**src/rtl/spi_lcd_panel_rx.sv**
```systemverilog
// Responder end of a 4-wire LCD SPI link: oversampled deserialiser, command/parameter
// decode, CASET/RASET window tracking and RAMWR RGB444 unpacking into addressed pixel writes.
module spi_lcd_panel_rx #(
    parameter int H_RES = 80,
    parameter int V_RES = 160
) (
    input  logic        clk,
    input  logic        rst_n,
    input  logic        LCD_CSX,
    input  logic        LCD_DC,
    input  logic        LCD_SCK,
    input  logic        LCD_SDA,
    output logic        cmd_valid,
    output logic [7:0]  cmd_byte,
    output logic        param_valid,
    output logic [7:0]  param_byte,
    output logic [3:0]  param_idx,
    output logic        pix_valid,
    output logic [7:0]  pix_x,
    output logic [7:0]  pix_y,
    output logic [11:0] pix_data,
    output logic        frame_done
);

    localparam logic [7:0] XE_RST = 8'(H_RES - 1);
    localparam logic [7:0] YE_RST = 8'(V_RES - 1);

    typedef enum logic [2:0] {ST_IDLE, ST_OTHER, ST_CASET, ST_RASET, ST_RAMWR} state_t;

    logic       csx_s1_r, csx_s2_r, csx_prev_r;
    logic       dc_s1_r, dc_s2_r;
    logic       sck_s1_r, sck_s2_r, sck_prev_r;
    logic       sda_s1_r, sda_s2_r;
    logic [2:0] bit_cnt_r;
    logic [7:0] shift_r;
    logic       byte_stb_r;
    logic [7:0] byte_r;
    logic       byte_dc_r;

    state_t     state_r, state_s;
    logic [7:0] xs_r, xe_r, ys_r, ye_r, x_r, y_r, hold_r;
    logic [7:0] xs_s, xe_s, ys_s, ye_s, x_s, y_s, hold_s;
    logic [1:0] phase_r, phase_s;
    logic [3:0] idx_cnt_r, idx_cnt_s;
    logic        cmd_valid_s, param_valid_s, pix_valid_s, frame_done_s, emit_s;
    logic [7:0]  cmd_byte_s, param_byte_s, pix_x_s, pix_y_s;
    logic [3:0]  param_idx_s;
    logic [11:0] pix_data_s, emit_data_s;

    logic sck_rise_s;
    logic csx_live_s;

    assign sck_rise_s = sck_s2_r & ~sck_prev_r;
    // A byte whose last SCK edge coincides with CSX release is still taken.
    assign csx_live_s = ~csx_s2_r | ~csx_prev_r;

    // Two-flop synchronisers plus edge-detect history for the bus pins.
    always_ff @(posedge clk or negedge rst_n) begin
        if (!rst_n) begin
            csx_s1_r <= 1'b1; csx_s2_r <= 1'b1; csx_prev_r <= 1'b1;
            dc_s1_r  <= 1'b0; dc_s2_r  <= 1'b0;
            sck_s1_r <= 1'b0; sck_s2_r <= 1'b0; sck_prev_r <= 1'b0;
            sda_s1_r <= 1'b0; sda_s2_r <= 1'b0;
        end else begin
            csx_s1_r <= LCD_CSX; csx_s2_r <= csx_s1_r; csx_prev_r <= csx_s2_r;
            dc_s1_r  <= LCD_DC;  dc_s2_r  <= dc_s1_r;
            sck_s1_r <= LCD_SCK; sck_s2_r <= sck_s1_r; sck_prev_r <= sck_s2_r;
            sda_s1_r <= LCD_SDA; sda_s2_r <= sda_s1_r;
        end
    end

    // Deserialiser: MSB-first shift, byte strobe on the eighth bit.
    always_ff @(posedge clk or negedge rst_n) begin
        if (!rst_n) begin
            bit_cnt_r  <= 3'd0;
            shift_r    <= 8'd0;
            byte_stb_r <= 1'b0;
            byte_r     <= 8'd0;
            byte_dc_r  <= 1'b0;
        end else begin
            byte_stb_r <= 1'b0;
            if (sck_rise_s && csx_live_s) begin
                shift_r <= {shift_r[6:0], sda_s2_r};
                if (bit_cnt_r == 3'd7) begin
                    byte_stb_r <= 1'b1;
                    byte_r     <= {shift_r[6:0], sda_s2_r};
                    byte_dc_r  <= dc_s2_r;
                end
                bit_cnt_r <= csx_s2_r ? 3'd0 : bit_cnt_r + 3'd1;
            end else if (csx_s2_r) begin
                bit_cnt_r <= 3'd0;
            end
        end
    end

    // Decoder next-state: command dispatch, window capture, pixel packing and addressing.
    always_comb begin
        state_s       = state_r;
        xs_s          = xs_r;
        xe_s          = xe_r;
        ys_s          = ys_r;
        ye_s          = ye_r;
        x_s           = x_r;
        y_s           = y_r;
        hold_s        = hold_r;
        phase_s       = phase_r;
        idx_cnt_s     = idx_cnt_r;
        cmd_valid_s   = 1'b0;
        cmd_byte_s    = cmd_byte;
        param_valid_s = 1'b0;
        param_byte_s  = param_byte;
        param_idx_s   = param_idx;
        pix_valid_s   = 1'b0;
        pix_x_s       = pix_x;
        pix_y_s       = pix_y;
        pix_data_s    = pix_data;
        frame_done_s  = 1'b0;
        emit_s        = 1'b0;
        emit_data_s   = 12'h000;

        if (byte_stb_r && !byte_dc_r) begin
            cmd_valid_s = 1'b1;
            cmd_byte_s  = byte_r;
            param_idx_s = 4'd0;
            idx_cnt_s   = 4'd0;
            phase_s     = 2'd0;
            case (byte_r)
                8'h2A:   state_s = ST_CASET;
                8'h2B:   state_s = ST_RASET;
                8'h2C: begin
                    state_s = ST_RAMWR;
                    x_s     = xs_r;
                    y_s     = ys_r;
                end
                default: state_s = ST_OTHER;
            endcase
        end else if (byte_stb_r) begin
            param_valid_s = 1'b1;
            param_byte_s  = byte_r;
            param_idx_s   = idx_cnt_r;
            idx_cnt_s     = (idx_cnt_r == 4'd15) ? 4'd15 : idx_cnt_r + 4'd1;
            case (state_r)
                ST_CASET: begin
                    if (idx_cnt_r == 4'd1)      xs_s = byte_r;
                    else if (idx_cnt_r == 4'd3) xe_s = byte_r;
                    else                        xs_s = xs_r;
                end
                ST_RASET: begin
                    if (idx_cnt_r == 4'd1)      ys_s = byte_r;
                    else if (idx_cnt_r == 4'd3) ye_s = byte_r;
                    else                        ys_s = ys_r;
                end
                ST_RAMWR: begin
                    case (phase_r)
                        2'd0: begin
                            hold_s  = byte_r;
                            phase_s = 2'd1;
                        end
                        2'd1: begin
                            emit_s      = 1'b1;
                            emit_data_s = {hold_r, byte_r[7:4]};
                            hold_s      = {4'h0, byte_r[3:0]};
                            phase_s     = 2'd2;
                        end
                        2'd2: begin
                            emit_s      = 1'b1;
                            emit_data_s = {hold_r[3:0], byte_r};
                            phase_s     = 2'd0;
                        end
                        default: phase_s = 2'd0;
                    endcase
                end
                default: state_s = state_r;
            endcase
        end else begin
            state_s = state_r;
        end

        if (emit_s) begin
            pix_valid_s = 1'b1;
            pix_x_s     = x_r;
            pix_y_s     = y_r;
            pix_data_s  = emit_data_s;
            if (x_r != xe_r) begin
                x_s = x_r + 8'd1;
            end else begin
                x_s = xs_r;
                if (y_r != ye_r) begin
                    y_s = y_r + 8'd1;
                end else begin
                    y_s          = ys_r;
                    frame_done_s = 1'b1;
                end
            end
        end else begin
            pix_valid_s = 1'b0;
        end
    end

    // Decoder state and registered outputs.
    always_ff @(posedge clk or negedge rst_n) begin
        if (!rst_n) begin
            state_r     <= ST_IDLE;
            xs_r        <= 8'd0;
            xe_r        <= XE_RST;
            ys_r        <= 8'd0;
            ye_r        <= YE_RST;
            x_r         <= 8'd0;
            y_r         <= 8'd0;
            hold_r      <= 8'd0;
            phase_r     <= 2'd0;
            idx_cnt_r   <= 4'd0;
            cmd_valid   <= 1'b0;
            cmd_byte    <= 8'd0;
            param_valid <= 1'b0;
            param_byte  <= 8'd0;
            param_idx   <= 4'd0;
            pix_valid   <= 1'b0;
            pix_x       <= 8'd0;
            pix_y       <= 8'd0;
            pix_data    <= 12'd0;
            frame_done  <= 1'b0;
        end else begin
            state_r     <= state_s;
            xs_r        <= xs_s;
            xe_r        <= xe_s;
            ys_r        <= ys_s;
            ye_r        <= ye_s;
            x_r         <= x_s;
            y_r         <= y_s;
            hold_r      <= hold_s;
            phase_r     <= phase_s;
            idx_cnt_r   <= idx_cnt_s;
            cmd_valid   <= cmd_valid_s;
            cmd_byte    <= cmd_byte_s;
            param_valid <= param_valid_s;
            param_byte  <= param_byte_s;
            param_idx   <= param_idx_s;
            pix_valid   <= pix_valid_s;
            pix_x       <= pix_x_s;
            pix_y       <= pix_y_s;
            pix_data    <= pix_data_s;
            frame_done  <= frame_done_s;
        end
    end

endmodule
```
**config.mk**
```make
export PLATFORM = sky130hd
export DESIGN_NAME = spi_lcd_panel_rx
export DESIGN_NICKNAME = d
export VERILOG_FILES = /design/src/rtl/spi_lcd_panel_rx.sv
export SDC_FILE = /design/constraint.sdc
export NUM_CORES = 1
export LEC_CHECK = 0
export ABC_AREA = 1
export CAP_MARGIN = 20
export CORE_MARGIN = 1.5
export CORE_UTILIZATION = 40
export CTS_CLUSTER_DIAMETER = 40
export DETAILED_ROUTE_END_ITERATION = 10
export REMOVE_ABC_BUFFERS = 1
export SYNTH_ARGS = -nofsm -noshare
export SYNTH_HDL_FRONTEND = slang
export SYNTH_SLANG_ARGS = --single-unit
```
**constraint.sdc**
```tcl
create_clock -name clk -period 1.43 [get_ports clk]
set_input_delay 0.143 -clock clk [delete_from_list [all_inputs] [get_ports clk]]
set_output_delay 0.143 -clock clk [all_outputs]
set_load 0.02 [all_outputs]
```
==> results by stage, run 1 <==
Run status:
- The flow ran to the end, but the final reports show violations.
- The checks that failed: setup timing.

Floorplan:
- In this run the count of I/O pins placed on the die edge is just under 60.
- The floorplan step set the die height to 131 um.
- The overall die area is between 15,000 and 20,000 um2.
- The initial utilization of the core area, before any placement, comes to 0.410.
- The die width is ~130 um.
- After floorplanning, the core was sized to cover 15,900 um2.
- In this run the core area contains 46 standard-cell rows.

Layout:
- The largest register by flop count is pix_data.
- The number of diodes is 0.
- The finished layout holds 1,128 standard cells, fillers aside.
- The sequential cells in the finished layout cover a total of 3700 um2.
- The register with the most flip-flops in the layout has 12 of them.
- Measured on the finished design, the core utilization comes to 0.606.
- The fraction of layout cells with a size suffix above 1 is 0.346.
- After routing the design area is between 9000 and 10,000 um2.
- After filler insertion, the fill cell instance count of the layout stands at between 1,000 and 1,500.
- The most common cell after layout, fill and taps aside is sky130_fd_sc_hd__nand2_1.
- In the layout the commonest cells are 152 x sky130_fd_sc_hd__nand2_1, 132 x sky130_fd_sc_hd__dfrtp_1, 79 x sky130_fd_sc_hd__inv_1, 79 x sky130_fd_sc_hd__buf_4.
- Relative to the synthesized area, the layout overhead comes to 47.7%.
- The multi-input combinational cells in the finished layout cover a total of 2960 um2.
- The final layout contains ~900 nets.

Synth:
- The largest family of logic cells by synthesized area is simple AND/OR/NAND/NOR gates.
- Of the synthesized area, sequential elements account for 0.567.
- The arithmetic-cell share of the synthesized area counting full adders, half adders and majority gates is 0.0173.
- The basic-gate share of the synthesized area counting and, or, nand and nor cells is 0.202.
- In the post-synthesis netlist, the biggest area contributors are sky130_fd_sc_hd__dfrtp_1 51%, sky130_fd_sc_hd__nand2_1 12%, sky130_fd_sc_hd__o21ai_0 6.8%.
- The share of the synthesized area in the top cell type is 0.511.
- The number of unique standard cell types used by synthesis is 31.
- The cell area after technology mapping is 6520 um2.
- The count of yosys warnings during synthesis is 0.
- The per-instance average area after synthesis is between 8 and 9 um2.
- Counting flops and latches in the post-synthesis netlist gives between 100 and 150.
- Of the post-synthesis cell area, the part taken by muxes is 0.0184.
- Of the total synthesized cell area, the portion taken by XOR and XNOR cells is 0.0242.
- The complex-gate fraction of the synthesized area is 0.0924.
- Synthesis produced about 730 cells.
- The synthesized design spends more area on one cell type than any other, namely sky130_fd_sc_hd__dfrtp_1.

Power and ir drop:
- For this design the static power due to leakage is about 4.8 nW.
- The total power is about 9.2 mW.
- VDD sags by at most 960 uV.
- Dividing total power by cell area gives a power density of 959 nW/um2.

Flow run:
- The tool flagged a number of max-cap violations equal to 0.

Timing:
- Dividing the final minimum period by the clock period gives 1.11.
- The setup TNS is -5.33 ns.
- The number of pins with negative max-slew slack in the final report is 0.
- The setup clock skew after layout is about 0.0067 ns.
- The number of failing hold endpoints at the final stage is 0.
- The final number of setup-violating endpoints is just under 80.
- The clock period minus worst slack is between 1.5 and 2 ns.
- The worst-case setup margin in the final layout is -0.159 ns.
- Timing would allow up to between 0.6 and 0.7 GHz.
- The worst hold-check slack is between 0.1 and 0.15 ns.
- The transition time at the pin with the least slew margin is approximately 0.36 ns.
- Setup repair after global routing could not meet its margin everywhere.
- In this run the tightest slew margin relative to its limit is 0.760.

CTS:
- The TritonCTS buffer count is 17.
- The tree is rooted in a sky130_fd_sc_hd__clkbuf_16.
- The register clock-pin slew on the reported worst setup and hold paths is about 0.060 ns.
- The longest clock path from root to sink contains 2 buffers.
- TritonCTS built the clock tree.
- Clock latency on the worst-skew pair, taken at its later pin, is around 0.42 ns.
- The level count of the clock H-tree is 4.
- The clock net in this run drives a total of 147 sinks.

GRT:
- The first global-routing pass estimated ~27,000 um of wire.
- Entering global routing, the biggest net connects 48 pins.
- Across every metal layer, demand over resource in global routing totals 0.203.
- The number of global-route vias before repair came to 5,389.
- The final global-route overflow total is 0.
- The initial antenna violation count is 0.

Routing:
- The total via count after detailed routing is around 5,600.
- After detailed routing, the number of vias per cell comes to a little under 5.
- The routed design has 17,000 um of wire.
- The remaining number of nets flagged by the antenna check after routing is 0.
- Routed signal wires occupy layers up through met4.
- The average wire per standard cell is roughly 15 um.
- The first TritonRoute pass finished after 5 iterations.
- For this block, wires on met1 add up to ~7300 um.
- Wire segments on met2 add up to 8550 um in the final route.
- The DRC violation count after routing is 0.
- The number of DRC markers in iteration 0 is 392.
- Summed over all nets, wire length on met3 after detailed routing comes to about 610 um.

Setup path:
- Data on the critical path arrives at its endpoint at around 1.9 ns.
- The biggest fanout along the worst timing path is 7.
- STA classifies the critical path startpoint as a flop.
- At the worst endpoint, the required time is ~1.7 ns.
- The worst setup path is of the reg2reg kind.
- The worst register-to-register path has a depth of 10.
- The worst setup path is captured at a flop.

Placement:
- The instance area at placement is 7970 um2.
- Input and output buffers added on the ports amount to between 50 and 60.
- The instance count after placement with tap cells included is approximately 1,100.
- The sum of net half-perimeters after detailed placement is between 10,000 and 15,000 um.
- Routability-driven placement finished with a final weighted congestion of ~0.84.
- The worst-case setup slack after placement is -0.147 ns.

Min path:
- The kind of path behind the tightest hold check is in2reg.
- Counting instances, the worst hold path has a depth of 1.
## logic make-up after synthesis
| family | after synthesis |
|---|---|
| buf+inv | 122 |
| fa+ha+maj | 9 |
| compound gates | 115 |
| flops | 147 |
| mux | 12 |
| simple gates | 310 |
| xor+xnor | 18 |
## cell type report
class,instances,share of cell area
tap,216,0.0281
timing repair inverter,1,0.000780
inverter,95,0.0406
clock buffer,24,0.0511
multi-input combinational,465,0.307
timing repair buffer,172,0.173
clock inverter,8,0.0155
sequential,147,0.384
## layer usage
layer,vias to the layer above,GRT usage
li1,2684,-
met4,0,0.0924
met3,39,0.0403
met5,-,0
met1,2696,0.251
met2,132,0.343
## final timing paths
kind / start / end / slack (ns)
setup / recovery: phase_r[0] / y_r[6] / -0.16
hold / removal: LCD_CSX / csx_s1_r / 0.13
setup reg to reg: phase_r[0] / y_r[6] / -0.16
hold reg to reg: sck_s1_r / sck_s2_r / 0.35
max in group asynchronous: rst_n / ye_r[7] / 0.59
min in group asynchronous: rst_n / pix_x[1] / 0.20
## synthesized netlist by cell type
master                     instances
sky130_fd_sc_hd__nor4_2            1
sky130_fd_sc_hd__o21ai_1           8
sky130_fd_sc_hd__xnor2_1          10
sky130_fd_sc_hd__nor3_1            2
sky130_fd_sc_hd__or3_1             1
sky130_fd_sc_hd__nand4_1           4
sky130_fd_sc_hd__nand3_1          57
sky130_fd_sc_hd__mux2i_1          12
sky130_fd_sc_hd__inv_1            88
sky130_fd_sc_hd__nor2_2            3
sky130_fd_sc_hd__nand2_2           6
sky130_fd_sc_hd__nor2_4            2
sky130_fd_sc_hd__ha_1              9
sky130_fd_sc_hd__o21a_1            2
sky130_fd_sc_hd__buf_6             4
sky130_fd_sc_hd__nand4_2           1
sky130_fd_sc_hd__a21oi_1           2
sky130_fd_sc_hd__nor2_1           16
sky130_fd_sc_hd__o221ai_1          1
sky130_fd_sc_hd__inv_2             7
sky130_fd_sc_hd__clkbuf_1          8
sky130_fd_sc_hd__buf_2            13
sky130_fd_sc_hd__nand3_4           1
sky130_fd_sc_hd__nand2_1         216
sky130_fd_sc_hd__o21ai_0          88
sky130_fd_sc_hd__clkbuf_2          1
sky130_fd_sc_hd__dfrtp_1         133
sky130_fd_sc_hd__buf_4             1
sky130_fd_sc_hd__o22ai_1          14
sky130_fd_sc_hd__xor2_1            8
sky130_fd_sc_hd__dfstp_2          14
## timing repair
action / 4_1_cts / 5_1_grt
hold buffers: 1 / 0
endpoints found under the setup margin: 127 / 85
setup buffers: 9 / 8
gates cloned: 6 / 5
hold endpoints to repair: 100 / 0
resized for setup: 143 / 175
pin swaps: 28 / 18
## worst max-delay path, cell delays in order, from the launching register on
cell and delay (ns):
sky130_fd_sc_hd__dfrtp_1 0.37, sky130_fd_sc_hd__inv_2 0.06, sky130_fd_sc_hd__ha_4 0.27, sky130_fd_sc_hd__nand2_4 0.05, sky130_fd_sc_hd__nor2_4 0.13, sky130_fd_sc_hd__buf_12 0.16
sky130_fd_sc_hd__nand3_4 0.13, sky130_fd_sc_hd__inv_6 0.13, sky130_fd_sc_hd__nand3_2 0.07, sky130_fd_sc_hd__nand2_1 0.07, sky130_fd_sc_hd__inv_1 0.04
## report_power, final
part	total, mW	internal [mW]	switching [mW]
combinational	0.188	0.0566	0.131
clock	4.79	3.11	1.68
sequential	4.26	4.23	0.0293
Note: power is estimated with default switching activity, not from simulation.
==> run 2: changes to the inputs <==
CAP_MARGIN = 25   (was 20)
==> results of run 2 <==
Final layout, timing and power as in run 1 (identical DEF).
